===== src/rtl/clb_config_loader_pkg.sv =====
// Shared constants and FSM state type for the CLB configuration loader.
// A LUT segment packs the truth table, the interconnect selects and the mux switch bit.
package clb_config_pkg;

  localparam int LUT_TT_W   = 16;
  localparam int IC_SEL_W   = 5;
  localparam int IC_PER_LUT = 4;
  localparam int MUX_SW_W   = 1;

  localparam int LUT_BITS = LUT_TT_W + IC_PER_LUT * IC_SEL_W + MUX_SW_W;
  localparam int NUM_LUTS = 3;

  typedef enum logic [2:0] {
    IDLE,
    LOAD,
    SHIFT,
    GAP,
    DONE
  } cfg_state_e;

endpackage


===== src/rtl/clb_config_loader_if.sv =====
// Host word handshake between the configuration source and the loader.
interface clb_config_loader_if #(
  parameter int WORD_W = 8
);

  logic [WORD_W-1:0] word_in;
  logic              word_valid;
  logic              word_ready;

  modport master (
    output word_in,
    output word_valid,
    input  word_ready
  );

  modport slave (
    input  word_in,
    input  word_valid,
    output word_ready
  );

endinterface


===== src/rtl/clb_config_loader_piso.sv =====
// Parallel-in/serial-out word buffer: presents the current bit on bit_o, LSB first,
// and tracks whether any unsent bits remain.
module clb_cfg_piso #(
  parameter int WORD_W = 8
) (
  input  logic              clk,
  input  logic              reset_b,
  input  logic              load,
  input  logic              shift,
  input  logic              clear,
  input  logic [WORD_W-1:0] word,
  output logic              bit_o,
  output logic              last,
  output logic              empty
);

  localparam int WBIT_W = (WORD_W > 1) ? $clog2(WORD_W) : 1;
  localparam logic [WBIT_W-1:0] WBIT_LAST = WBIT_W'(WORD_W - 1);

  logic [WORD_W-1:0] sreg;
  logic [WBIT_W-1:0] wbit;
  logic              full;

  // Load wins over shift so a prefetched word replaces the final bit with no bubble;
  // shifting the final bit without a reload keeps it on bit_o during a stall.
  always_ff @(posedge clk or negedge reset_b) begin
    if (!reset_b) begin
      sreg <= '0;
      wbit <= '0;
      full <= 1'b0;
    end else if (clear) begin
      sreg <= '0;
      wbit <= '0;
      full <= 1'b0;
    end else if (load) begin
      sreg <= word;
      wbit <= '0;
      full <= 1'b1;
    end else if (shift) begin
      if (wbit == WBIT_LAST) begin
        full <= 1'b0;
      end else begin
        sreg <= sreg >> 1;
        wbit <= wbit + 1'b1;
      end
    end
  end

  assign bit_o = sreg[0];
  assign last  = (wbit == WBIT_LAST);
  assign empty = !full;

endmodule


===== src/rtl/clb_config_loader.sv =====
// Transmit end of the CLB configuration chain: serialises host words into
// NUM_LUTS segments of LUT_BITS bits, with one separator cycle between segments.
module clb_config_loader #(
  parameter int LUT_BITS = clb_config_pkg::LUT_BITS,
  parameter int NUM_LUTS = clb_config_pkg::NUM_LUTS,
  parameter int WORD_W   = 8
) (
  input  logic                       clk,
  input  logic                       reset_b,
  input  logic                       start,
  clb_config_loader_if.slave         host,
  output logic                       bit_out,
  output logic                       cfg_en,
  output logic                       prgm_b,
  output logic                       CLB_prgm_b,
  output logic                       busy,
  output logic                       done
);

  import clb_config_pkg::*;

  localparam int TOTAL_BITS = LUT_BITS * NUM_LUTS;
  localparam int LBIT_W     = (LUT_BITS > 1) ? $clog2(LUT_BITS) : 1;
  localparam int LUT_W      = (NUM_LUTS > 1) ? $clog2(NUM_LUTS) : 1;
  localparam int CNT_W      = (TOTAL_BITS > 1) ? $clog2(TOTAL_BITS) : 1;

  localparam logic [LBIT_W-1:0] LBIT_LAST  = LBIT_W'(LUT_BITS - 1);
  localparam logic [LUT_W-1:0]  LUT_LAST   = LUT_W'(NUM_LUTS - 1);
  localparam logic [CNT_W-1:0]  TOTAL_LAST = CNT_W'(TOTAL_BITS - 1);

  cfg_state_e        state;
  logic [LBIT_W-1:0] lbit;
  logic [LUT_W-1:0]  lut;
  logic [CNT_W-1:0]  bit_cnt;

  logic seg_end;
  logic final_bit;
  logic word_ready;
  logic xfer;
  logic piso_bit;
  logic piso_last;
  logic piso_empty;

  assign seg_end   = (lbit == LBIT_LAST);
  assign final_bit = (bit_cnt == TOTAL_LAST);

  // Prefetch the next word while its predecessor's last bit is on the wire.
  assign word_ready = (state == LOAD) ||
                      ((state == SHIFT) && piso_last && !final_bit);
  assign xfer       = host.word_valid && word_ready;

  assign host.word_ready = word_ready;
  assign bit_out         = piso_bit;

  clb_cfg_piso #(
    .WORD_W (WORD_W)
  ) u_piso (
    .clk     (clk),
    .reset_b (reset_b),
    .load    (xfer),
    .shift   (state == SHIFT),
    .clear   ((state == SHIFT) && final_bit),
    .word    (host.word_in),
    .bit_o   (piso_bit),
    .last    (piso_last),
    .empty   (piso_empty)
  );

  always_ff @(posedge clk or negedge reset_b) begin
    if (!reset_b) begin
      state      <= IDLE;
      lbit       <= '0;
      lut        <= '0;
      bit_cnt    <= '0;
      cfg_en     <= 1'b0;
      prgm_b     <= 1'b1;
      CLB_prgm_b <= 1'b0;
      busy       <= 1'b0;
      done       <= 1'b0;
    end else begin
      done <= 1'b0;
      unique case (state)
        IDLE: begin
          if (start) begin
            state      <= LOAD;
            prgm_b     <= 1'b0;
            CLB_prgm_b <= 1'b1;
            busy       <= 1'b1;
          end
        end
        LOAD: begin
          if (xfer) begin
            state  <= SHIFT;
            cfg_en <= 1'b1;
          end
        end
        SHIFT: begin
          bit_cnt <= bit_cnt + 1'b1;
          if (final_bit) begin
            state      <= DONE;
            cfg_en     <= 1'b0;
            prgm_b     <= 1'b1;
            CLB_prgm_b <= 1'b0;
            busy       <= 1'b0;
            done       <= 1'b1;
            lbit       <= '0;
            lut        <= '0;
            bit_cnt    <= '0;
          end else if (seg_end && (lut != LUT_LAST)) begin
            // Word exhaustion on this bit is resolved in GAP via piso_empty.
            state  <= GAP;
            cfg_en <= 1'b0;
            lbit   <= '0;
            lut    <= lut + 1'b1;
          end else begin
            lbit <= lbit + 1'b1;
            if (piso_last && !xfer) begin
              state  <= LOAD;
              cfg_en <= 1'b0;
            end
          end
        end
        GAP: begin
          if (piso_empty) begin
            state <= LOAD;
          end else begin
            state  <= SHIFT;
            cfg_en <= 1'b1;
          end
        end
        DONE: begin
          state <= IDLE;
        end
        default: begin
          state <= IDLE;
        end
      endcase
    end
  end

endmodule


===== src/flat_wrapper.sv =====
// flat-port wrapper written by rule: the top's interface ports become plain ports
module clb_config_loader_flat import clb_config_pkg::*;
#(
  parameter int LUT_BITS = clb_config_pkg::LUT_BITS,
  parameter int NUM_LUTS = clb_config_pkg::NUM_LUTS,
  parameter int WORD_W   = 8
)
  (clk, reset_b, start, bit_out, cfg_en, prgm_b, CLB_prgm_b, busy, done, host_word_in, host_word_valid, host_word_ready);
  clb_config_loader_if #(.WORD_W(WORD_W)) host_i ();
  input  logic clk;
  input  logic reset_b;
  input  logic start;
  output logic bit_out;
  output logic cfg_en;
  output logic prgm_b;
  output logic CLB_prgm_b;
  output logic busy;
  output logic done;
  input wire logic [$bits(host_i.word_in)-1:0] host_word_in;
  input wire logic [$bits(host_i.word_valid)-1:0] host_word_valid;
  output wire logic [$bits(host_i.word_ready)-1:0] host_word_ready;
  assign host_i.word_in = host_word_in;
  assign host_i.word_valid = host_word_valid;
  assign host_word_ready = host_i.word_ready;
  clb_config_loader #(.LUT_BITS(LUT_BITS), .NUM_LUTS(NUM_LUTS), .WORD_W(WORD_W)) u_core (.clk(clk), .reset_b(reset_b), .start(start), .host(host_i), .bit_out(bit_out), .cfg_en(cfg_en), .prgm_b(prgm_b), .CLB_prgm_b(CLB_prgm_b), .busy(busy), .done(done));
endmodule

===== config.mk =====
export PLATFORM = sky130hd
export DESIGN_NAME = clb_config_loader_flat
export DESIGN_NICKNAME = d
export VERILOG_FILES = /design/src/rtl/clb_config_loader_pkg.sv /design/src/rtl/clb_config_loader_if.sv /design/src/rtl/clb_config_loader_piso.sv /design/src/rtl/clb_config_loader.sv /design/src/flat_wrapper.sv
export SDC_FILE = /design/constraint.sdc
export NUM_CORES = 1
export LEC_CHECK = 0
export CAP_MARGIN = 0
export CELL_PAD_IN_SITES_DETAIL_PLACEMENT = 1
export CELL_PAD_IN_SITES_GLOBAL_PLACEMENT = 1
export CORE_ASPECT_RATIO = 0.7
export CORE_MARGIN = 4
export CORE_UTILIZATION = 47
export CTS_CLUSTER_SIZE = 28
export DETAILED_ROUTE_END_ITERATION = 10
export GPL_ROUTABILITY_DRIVEN = 0
export GPL_TIMING_DRIVEN = 1
export PLACE_DENSITY_LB_ADDON = 0.3
export REMOVE_ABC_BUFFERS = 1
export SLEW_MARGIN = 20
export SYNTH_ARGS = -nofsm -noshare
export SYNTH_HDL_FRONTEND = slang
export SYNTH_SLANG_ARGS = --single-unit
export TNS_END_PERCENT = 20

===== constraint.sdc =====
create_clock -name clk -period 4.7 [get_ports clk]
set_input_delay 1.175 -clock clk [delete_from_list [all_inputs] [get_ports clk]]
set_output_delay 1.175 -clock clk [all_outputs]
set_load 0.01 [all_outputs]

Yosys cells after proc, flatten, opt, wreduce, memory -nomap -nowiden
Cells that the tools add are included.
{"block": "totals", "ff_bits": 34, "input_bits": 12, "out_inout_bits": 7, "wordCells": 87}
{"block": "op_classes", "addsub": 4, "n_eq_ne": 13, "n_mux": 38, "reduce_logical": 21}
{"cell": "$mux W8", "count": 4}
{"cell": "$mux W3", "count": 9}
{"cell": "$mux W1", "count": 15}
{"cell": "$mux W6", "count": 2}
{"cell": "$pmux W3 S4", "count": 1}
{"cell": "$reduce_bool A3 Y1", "count": 3}
{"cell": "$add A7 B1 Y7 const B", "count": 1}
{"cell": "$eq A7 B7 Y1 const B", "count": 1}
{"cell": "$mux W7", "count": 1}
{"cell": "$add A6 B1 Y6 const B", "count": 1}
{"cell": "$eq A3 B2 Y1 const B", "count": 2}
{"cell": "$eq A6 B6 Y1 const B", "count": 1}
{"cell": "$logic_and A1 B1 Y1", "count": 6}
{"cell": "$mux W2", "count": 3}
{"cell": "$ne A2 B2 Y1 const B", "count": 3}
{"cell": "$reduce_and A2 Y1", "count": 3}
{"cell": "$reduce_and A3 Y1", "count": 2}
{"cell": "$ne A2 B1 Y1 const B", "count": 2}
{"cell": "$ne A4 B1 Y1 const B", "count": 1}
{"cell": "$pmux W1 S2", "count": 2}
{"cell": "$reduce_and A4 Y1", "count": 1}
{"cell": "$reduce_bool A2 Y1", "count": 2}
{"cell": "$add A3 B1 Y3 const B", "count": 1}
{"cell": "$eq A3 B1 Y1 const B", "count": 1}
{"cell": "other kinds (7)", "count": 8}

Depth between registers and ports, before layout
Gate-level depths: netlist of run 1.
{"block": "depth", "ltp_word": 11, "depth_mapped": 8, "ltp_nobuf": 6}

By module
Synthesis of run 1 repeated with hierarchy kept, for this count alone.
{"block": "unflattened", "hier_cells": 186, "hier_area_um2": 1856.8}
{"module": "clb_config_loader", "instances": 1, "cells_each": 132, "area_per_inst_um2": 1238.7, "seq_area_each_um2": 551.8}
{"module": "clb_cfg_piso", "instances": 1, "cells_each": 54, "area_per_inst_um2": 618.1, "seq_area_each_um2": 300.3}

Least setup slack after synthesis of run 1
OpenSTA, ideal clock, no wires.
{"block": "synth_path", "path_kind": "flip-flop to output port", "startpoint": "register u_core.bit_cnt[0]", "endpoint": "output port host_word_ready", "arrival_time_ns": 1.331, "required_time_ns": 3.525, "path_slack_ns": 2.194, "path_stages_with_launch": 8, "path_buffers": 1, "cell_sequence": "dfrtp_1 inv_1 ha_1 and4b_1 clkbuf_1 nand2_1 a31oi_1 nor2_1"}
{"block": "synth_between", "elab_chain_cells": 4}
{"element": "from (decl)", "line": "clb_config_loader.sv:34", "source": "logic [CNT_W-1:0] bit_cnt;"}
{"element": "from (signal assigned)", "line": "clb_config_loader.sv:98", "source": "bit_cnt <= bit_cnt + 1'b1;"}
{"element": "$eq A7 B7 Y1", "line": "clb_config_loader.sv:45", "source": "assign final_bit = (bit_cnt == TOTAL_LAST);"}
{"element": "$logic_not A1 Y1", "line": "clb_config_loader.sv:49", "source": "((state == SHIFT) && piso_last && !final_bit);"}
{"element": "$logic_and A1 B1 Y1", "line": "clb_config_loader.sv:49"}
{"element": "$logic_or A1 B1 Y1", "line": "clb_config_loader.sv:48", "source": "assign word_ready = (state == LOAD) ||"}
{"element": "to (decl)", "line": "flat_wrapper.sv:21", "source": "output wire logic [$bits(host_i.word_ready)-1:0] host_word_ready;"}
Every way passes these cells.

Worst setup path in the final report of run 1
Same ends and word-level chain as after synthesis.

==> flow_summary_export.csv, run 1 <==
group,metric,value,unit
clock_network,clock_latency,0.30,ns
clock_network,postCtsSetupBuffers,0,
yosys,synthMuxAreaShare,1.03,%
power_and_ir_drop,power_density,574,nW/um^2
critical_path,crit_slowest_cell,"clkdlybuf4s50_1",
critical_path,path_max_fanout,12,
yosys,yosys.area_share.simple,21.3,%
clock_network,htree_levels,2,
hold_path,holdPathStages,1,
detailed_routing,drc,0,
detailed_routing,dr_wl_met3,153,um
detailed_routing,vias,1684,
critical_path,cp.buffers_inverters,2,
sta,post-route-period-util,77.5,%
floorplanning,num_rows,19,
place,pre_cts_slack,1.38,ns
sta,slew_headroom,50.8,%
layout,layout.nets,245,
critical_path,cp.arrival,2.47,ns
clock_network,clock_path_buffers,2,
critical_path,worstPathRequired,3.52,ns
grt,track_usage,21.6,%
sta,tns,0,ns
layout,layout_common_cells,"dfrtp_1, nand2_1, o21ai_0, clkdlybuf4s50_1, a21oi_1",
power_and_ir_drop,p_total,1.28,mW
outcome,status,"finished clean",
critical_path,worstSetupPathType,"register to output port",
yosys,synth-xor-area-share,0.452,%
yosys,avgSynthCellArea,9.09,sq um
yosys,synthFlopType,"dfrtp_1",
layout,area.growth.synth_to_final,15.0,%
sta,setup_slack,1.06,ns
floorplanning,die_h,61.7,um
clock_network,ctsHoldBuffers,0,
sta,grt_setup_unrepaired,"no",
floorplanning,die-area,5230,sq um
yosys,synth_edf_count,0,
yosys,synth_seq_cells,34,
detailed_routing,drtIter0Drc,179,
detailed_routing,met2_length,2.41,mm
job,cap_violations,0,
detailed_routing,drt-pass1-iter-count,4,
clock_network,path_clk_slew,0.07,ns
floorplanning,core_area,3950,sq um
sta,timing.final.hold_violations,0,
critical_path,crit_chain,"inv_1 > ha_1 > and4b_1 > nand2_1 > a31oi_1 > nor2_1 > clkdlybuf4s50_1",
clock_network,cts_made_buffers,5,
critical_path,cp_top_family,"simple AND/OR/NAND/NOR gates",
sta,maxSlewViolCount,0,
yosys,yosysTopAreaCell,"dfrtp_1",
detailed_routing,drt-met1-wl,2.45,mm
sta,worst_slew_pin_slew,0.738,ns
yosys,postSynthCellCount,213,
clock_network,root_buffer,"clkbuf_8",
yosys,synth-warning-count,0,
grt,antenna_found_initial,0,
clock_network,cts_resized,0,
sta,setup_viol,0,
sta,period_minus_slack,3.64,ns
yosys,synthArstFlopShare,100,%
power_and_ir_drop,ir_drop,0.272,mV
yosys,ys_seq_area_share,44.0,%
critical_path,startpoint_type,"register",
place,portBuffers,18,
clock_network,cts_sinks,34,
layout,drive_above_1_share,6.17,%
grt,grt_first_pass_wirelength,8.63,mm
detailed_routing,totalWireLength,5.12,mm
detailed_routing,top_layer_used,"met4",
layout,fin_area,2230,sq um
yosys,ys_top_cells_by_area,"dfrtp_1, o21ai_0, ha_1",
detailed_routing,ant_nets,0,
power_and_ir_drop,leakagePower,0.912,nW
grt,grt.overflow.total,0,
yosys,synth_cell_types,43,
yosys,synth_top_family_by_area,"compound AO/OA/AOI/OAI gates",
critical_path,max_stage_delay,0.49,ns
place,dpl.hpwl,3.70,mm
sta,fmax,0.275,GHz
hold_path,min_path_type,"register to register",
critical_path,cp.depth,7,
critical_path,r2r_cells,4,
yosys,netlist_area,1940,sq um
floorplanning,chipWidth,84.7,um
floorplanning,start_util,49.1,%
floorplanning,io-pin-count,19,
layout,layout.cells.most_common,"dfrtp_1",
clock_network,cts_tree,"built",
layout,post-route-util,56.4,%
sta,finClkSkew,0.00461,ns
place,dp_cells,271,
grt,grt_max_degree,35,
detailed_routing,viasPerCell,6.04,
sta,whs,0.503,ns
yosys,synthAdderAreaFrac,4.52,%
grt,grt_pass1_vias,1735,
place,placed_area,2140,sq um
yosys,synth-compound-area-share,22.8,%
yosys,synth_top_cell_area_share,42.6,%
layout,stdcell_count,279,
critical_path,critPathCaptureType,"output port",
layout,n_antenna_cell,0,
detailed_routing,wl_per_cell,18.3,um
[cells by family after synthesis]
group,after synthesis
AO/OA/AOI/OAI,69
XOR/XNOR,1
adder cells (fa/ha/maj),7
buffers and inverters,28
flip-flops,34
multiplexers,2
AND/OR/NAND/NOR,72
[worst reg2reg max path, stage by stage (launching register included)]
cell,delay [ns]
dfrtp_1,0.60
or3b_1,0.71
nor3_4,0.49
nor3b_1,0.11
o22a_1,0.24
[power breakdown]
| group | switching [mW] | total [mW] | leakage, nW | internal (mW) |
|---|---|---|---|---|
| combinational | 0.311 | 0.561 | 0.463 | 0.250 |
| clock | 0.108 | 0.227 | 0.0482 | 0.118 |
| sequential | 0.105 | 0.492 | 0.402 | 0.387 |
[synth_stat cells (6+ instances only)]
master,instances
dfrtp_1,33
nand2_1,18
o21ai_0,18
a21oi_1,15
inv_1,14
clkbuf_1,9
nor2_1,8
o22a_1,8
a2bb2oi_1,7
ha_1,7
nand3_1,7
nor3_1,7
o22ai_1,7
nor3b_1,6
[worst paths after layout]
kind / start / to / slack (ns)
worst max-delay path: u_core.bit_cnt[0] / host_word_ready / 1.06
worst min-delay path: u_core.u_piso.sreg[0] / u_core.u_piso.sreg[0] / 0.50
worst max register to register: u_core.state[1] / u_core.u_piso.sreg[0] / 2.43
worst min register to register: u_core.u_piso.sreg[0] / u_core.u_piso.sreg[0] / 0.50
max in group asynchronous: reset_b / u_core.prgm_b / 3.07
min in group asynchronous: reset_b / u_core.u_piso.wbit[0] / 1.29
[flip-flops by register name, summed over array words and instances (netlist names)]
name,count
u_core.cfg_en,1
u_core.state,3
u_core.CLB_prgm_b,1
u_core.prgm_b,1
u_core.lbit,6
u_core.done,1
u_core.lut,2
u_core.u_piso.wbit,3
u_core.bit_cnt,7
u_core.u_piso.sreg,8
u_core.u_piso.full,1
[routing by layer]
metal  GRT usage (%)  vias to the layer above
met3            5.80                       13
li1                -                      799
met4            10.6                        0
met5               0                        -
met1            28.3                      849
met2            34.0                       23
[layout make-up]
class / count / area (sq um)
tap: 52 / 65.1
multi-input combinational: 151 / 971
sequential: 34 / 852
fill: 461 / 1720
inverter: 14 / 52.6
clock inverter: 1 / 5.00
timing repair buffer: 20 / 195
clock buffer: 7 / 86.3
(Power assumes the default switching activity.)
==> run 2: changes to the inputs <==
--- a/config.mk
+++ b/config.mk
@@ -10,7 +10,7 @@
 export CELL_PAD_IN_SITES_GLOBAL_PLACEMENT = 1
 export CORE_ASPECT_RATIO = 0.7
 export CORE_MARGIN = 4
-export CORE_UTILIZATION = 47
+export CORE_UTILIZATION = 43
 export CTS_CLUSTER_SIZE = 28
 export DETAILED_ROUTE_END_ITERATION = 10
 export GPL_ROUTABILITY_DRIVEN = 0
==> constraint.sdc (replaced) <==
create_clock -name clk -period 3.6 [get_ports clk]
set_input_delay 0.9 -clock clk [delete_from_list [all_inputs] [get_ports clk]]
set_output_delay 0.9 -clock clk [all_outputs]
set_load 0.01 [all_outputs]
==> run 2 against run 1 <==
  * Global-route usage down 1.5 points
  * Sequential share of layout area decreased by 0.064 points
  * Critical path type unchanged
  * Register-to-register slack worse by 1.1 ns
  * Setup slack lost 0.91 ns
==> flow_summary_export.csv, run 2 (synthesized netlist as in run 1, its figures left out) <==
group,metric,value,unit
layout,multi_input_area,971,sq um
layout,n_antenna_cell,0,
power_and_ir_drop,intPower,0.986,mW
power_and_ir_drop,p_switching,0.700,mW
place,placed_area,2140,sq um
hold_path,min_path_type,"register to register",
critical_path,worstSetupPathType,"register to output port",
grt,track_usage,20.1,%
sta,grt_setup_unrepaired,"no",
layout,largest_register_ffs,8,
clock_network,clock_latency,0.30,ns
detailed_routing,drt-met1-wl,2.60,mm
detailed_routing,totalWireLength,5.25,mm
critical_path,r2r_cells,4,
detailed_routing,met2_length,2.40,mm
detailed_routing,wl_per_cell,18.6,um
place,dpl.hpwl,3.73,mm
layout,regMostFlops,"u_core.u_piso.sreg",
layout,fin_area,2230,sq um
sta,slew_headroom,49.8,%
place,portBuffers,18,
power_and_ir_drop,power_density,756,nW/um^2
detailed_routing,vias,1669,
power_and_ir_drop,leakagePower,0.912,nW
power_and_ir_drop,power_frac_comb,43.9,%
critical_path,worstSetupEndpoint,"host_word_ready",
grt,antenna_found_initial,0,
sta,post-route-period-util,95.9,%
critical_path,rr_endpoint,"u_core.u_piso.sreg[6]",
sta,fmax,0.290,GHz
layout,layout.cells.most_common,"dfrtp_1",
power_and_ir_drop,pwr-share-clk,17.9,%
clock_network,cts_made_buffers,5,
sta,period_minus_slack,3.45,ns
sta,finClkSkew,0.0114,ns
power_and_ir_drop,seqPwrFrac,38.2,%
sta,worst_slew_pin_slew,0.748,ns
detailed_routing,drc,0,
critical_path,critPathCaptureType,"output port",
detailed_routing,drtIter0Drc,98,
layout,regArea,852,sq um
detailed_routing,viasPerCell,5.92,
grt,grt_max_degree,35,
detailed_routing,top_layer_used,"met4",
floorplanning,io-pin-count,19,
floorplanning,core_area,4350,sq um
critical_path,reg2reg_slack,1.33,ns
sta,tns,0,ns
clock_network,postCtsSetupBuffers,0,
detailed_routing,ant_nets,0,
clock_network,path_clk_slew,0.07,ns
layout,top_regs,"u_core.u_piso.sreg x8, u_core.bit_cnt x7, u_core.lbit x6",
power_and_ir_drop,switching_share,41.5,%
power_and_ir_drop,p_total,1.69,mW
critical_path,path_max_fanout,12,
clock_network,cts_sinks,34,
floorplanning,chipWidth,88.2,um
detailed_routing,drt-pass1-iter-count,4,
layout,layout.nets,245,
clock_network,htree_levels,2,
clock_network,root_buffer,"clkbuf_8",
clock_network,cts_tree,"built",
critical_path,r2r-start,"u_core.state[1]",
grt,grt.overflow.total,0,
critical_path,worstPathRequired,2.70,ns
clock_network,ctsHoldBuffers,0,
sta,maxSlewViolCount,0,
floorplanning,start_util,44.5,%
clock_network,clock_path_buffers,2,
floorplanning,num_rows,20,
job,cap_violations,0,
outcome,status,"finished clean",
layout,drive_above_1_share,6.17,%
layout,area.growth.synth_to_final,15.2,%
detailed_routing,dr_wl_met3,155,um
critical_path,cp.arrival,2.55,ns
clock_network,cts_resized,0,
layout,layout_common_cells,"dfrtp_1, nand2_1, o21ai_0, clkdlybuf4s50_1, a21oi_1",
floorplanning,die_h,64.2,um
critical_path,startpoint_type,"register",
grt,grt_first_pass_wirelength,8.80,mm
power_and_ir_drop,ir_drop,0.328,mV
floorplanning,die-area,5660,sq um
hold_path,holdPathStages,1,
layout,fillers,505,
critical_path,crit_start,"u_core.bit_cnt[0]",
sta,timing.final.hold_violations,0,
sta,whs,0.498,ns
grt,grt_pass1_vias,1728,
sta,setup_viol,0,
## run 2: layout make-up
type                       count  area share, %
clock buffer                   7           3.87
clock inverter                 1          0.224
inverter                      14           2.36
multi-input combinational    151           43.5
sequential                    34           38.2
tap                           55           3.08
timing repair buffer          20           8.75
## run 2: layer usage
metal,GRT usage (%),up-vias
met2,30.6,21
met5,0,-
met3,4.77,11
met4,6.98,0
met1,27.8,837
li1,-,800
## run 2: power by group through the flow
| stage | combinational [mW] | sequential, mW | clock [mW] |
|---|---|---|---|
| CTS | 0.743 | 0.640 | 0.303 |
| floorplan | 0.525 | 0.607 | 0 |
| global placement | 0.680 | 0.630 | 0 |
| global route | 0.829 | 0.659 | 0.326 |
| detailed placement | 0.736 | 0.647 | 0 |
| finish | 0.740 | 0.644 | 0.302 |
## run 2: critical path, cell delays in order (launching register included)
cell and delay [ns]:
dfrtp_1 0.42, inv_1 0.08, ha_1 0.20, and4b_1 0.34
nand2_1 0.33, a31oi_1 0.33, nor2_1 0.07, clkdlybuf4s50_1 0.49
## run 2: worst min path at each step
stage	from	endpoint	slack (ns)
after detailed placement	u_core.u_piso.sreg[0]	u_core.u_piso.sreg[0]	0.49
after floorplan	u_core.u_piso.sreg[1]	u_core.u_piso.sreg[1]	0.47
final	u_core.u_piso.sreg[0]	u_core.u_piso.sreg[0]	0.50
after global routing	u_core.u_piso.sreg[1]	u_core.u_piso.sreg[1]	0.53
after CTS	u_core.u_piso.sreg[0]	u_core.u_piso.sreg[0]	0.51
after global placement	u_core.u_piso.sreg[0]	u_core.u_piso.sreg[0]	0.47
## run 2: per-stage QoR
| stage | util, % | instances | setup WS [ns] |
|---|---|---|---|
| 2_1_floorplan | - | 199 | 1.29 |
| 3_5_place_dp | 49.1 | 274 | 0.532 |
| 6_report | 51.2 | 282 | 0.149 |
| 4_1_cts | 51.2 | 282 | 0.185 |
| 5_1_grt | 51.2 | 282 | 0.0145 |
| 3_3_place_gp | 49.1 | 274 | 0.659 |
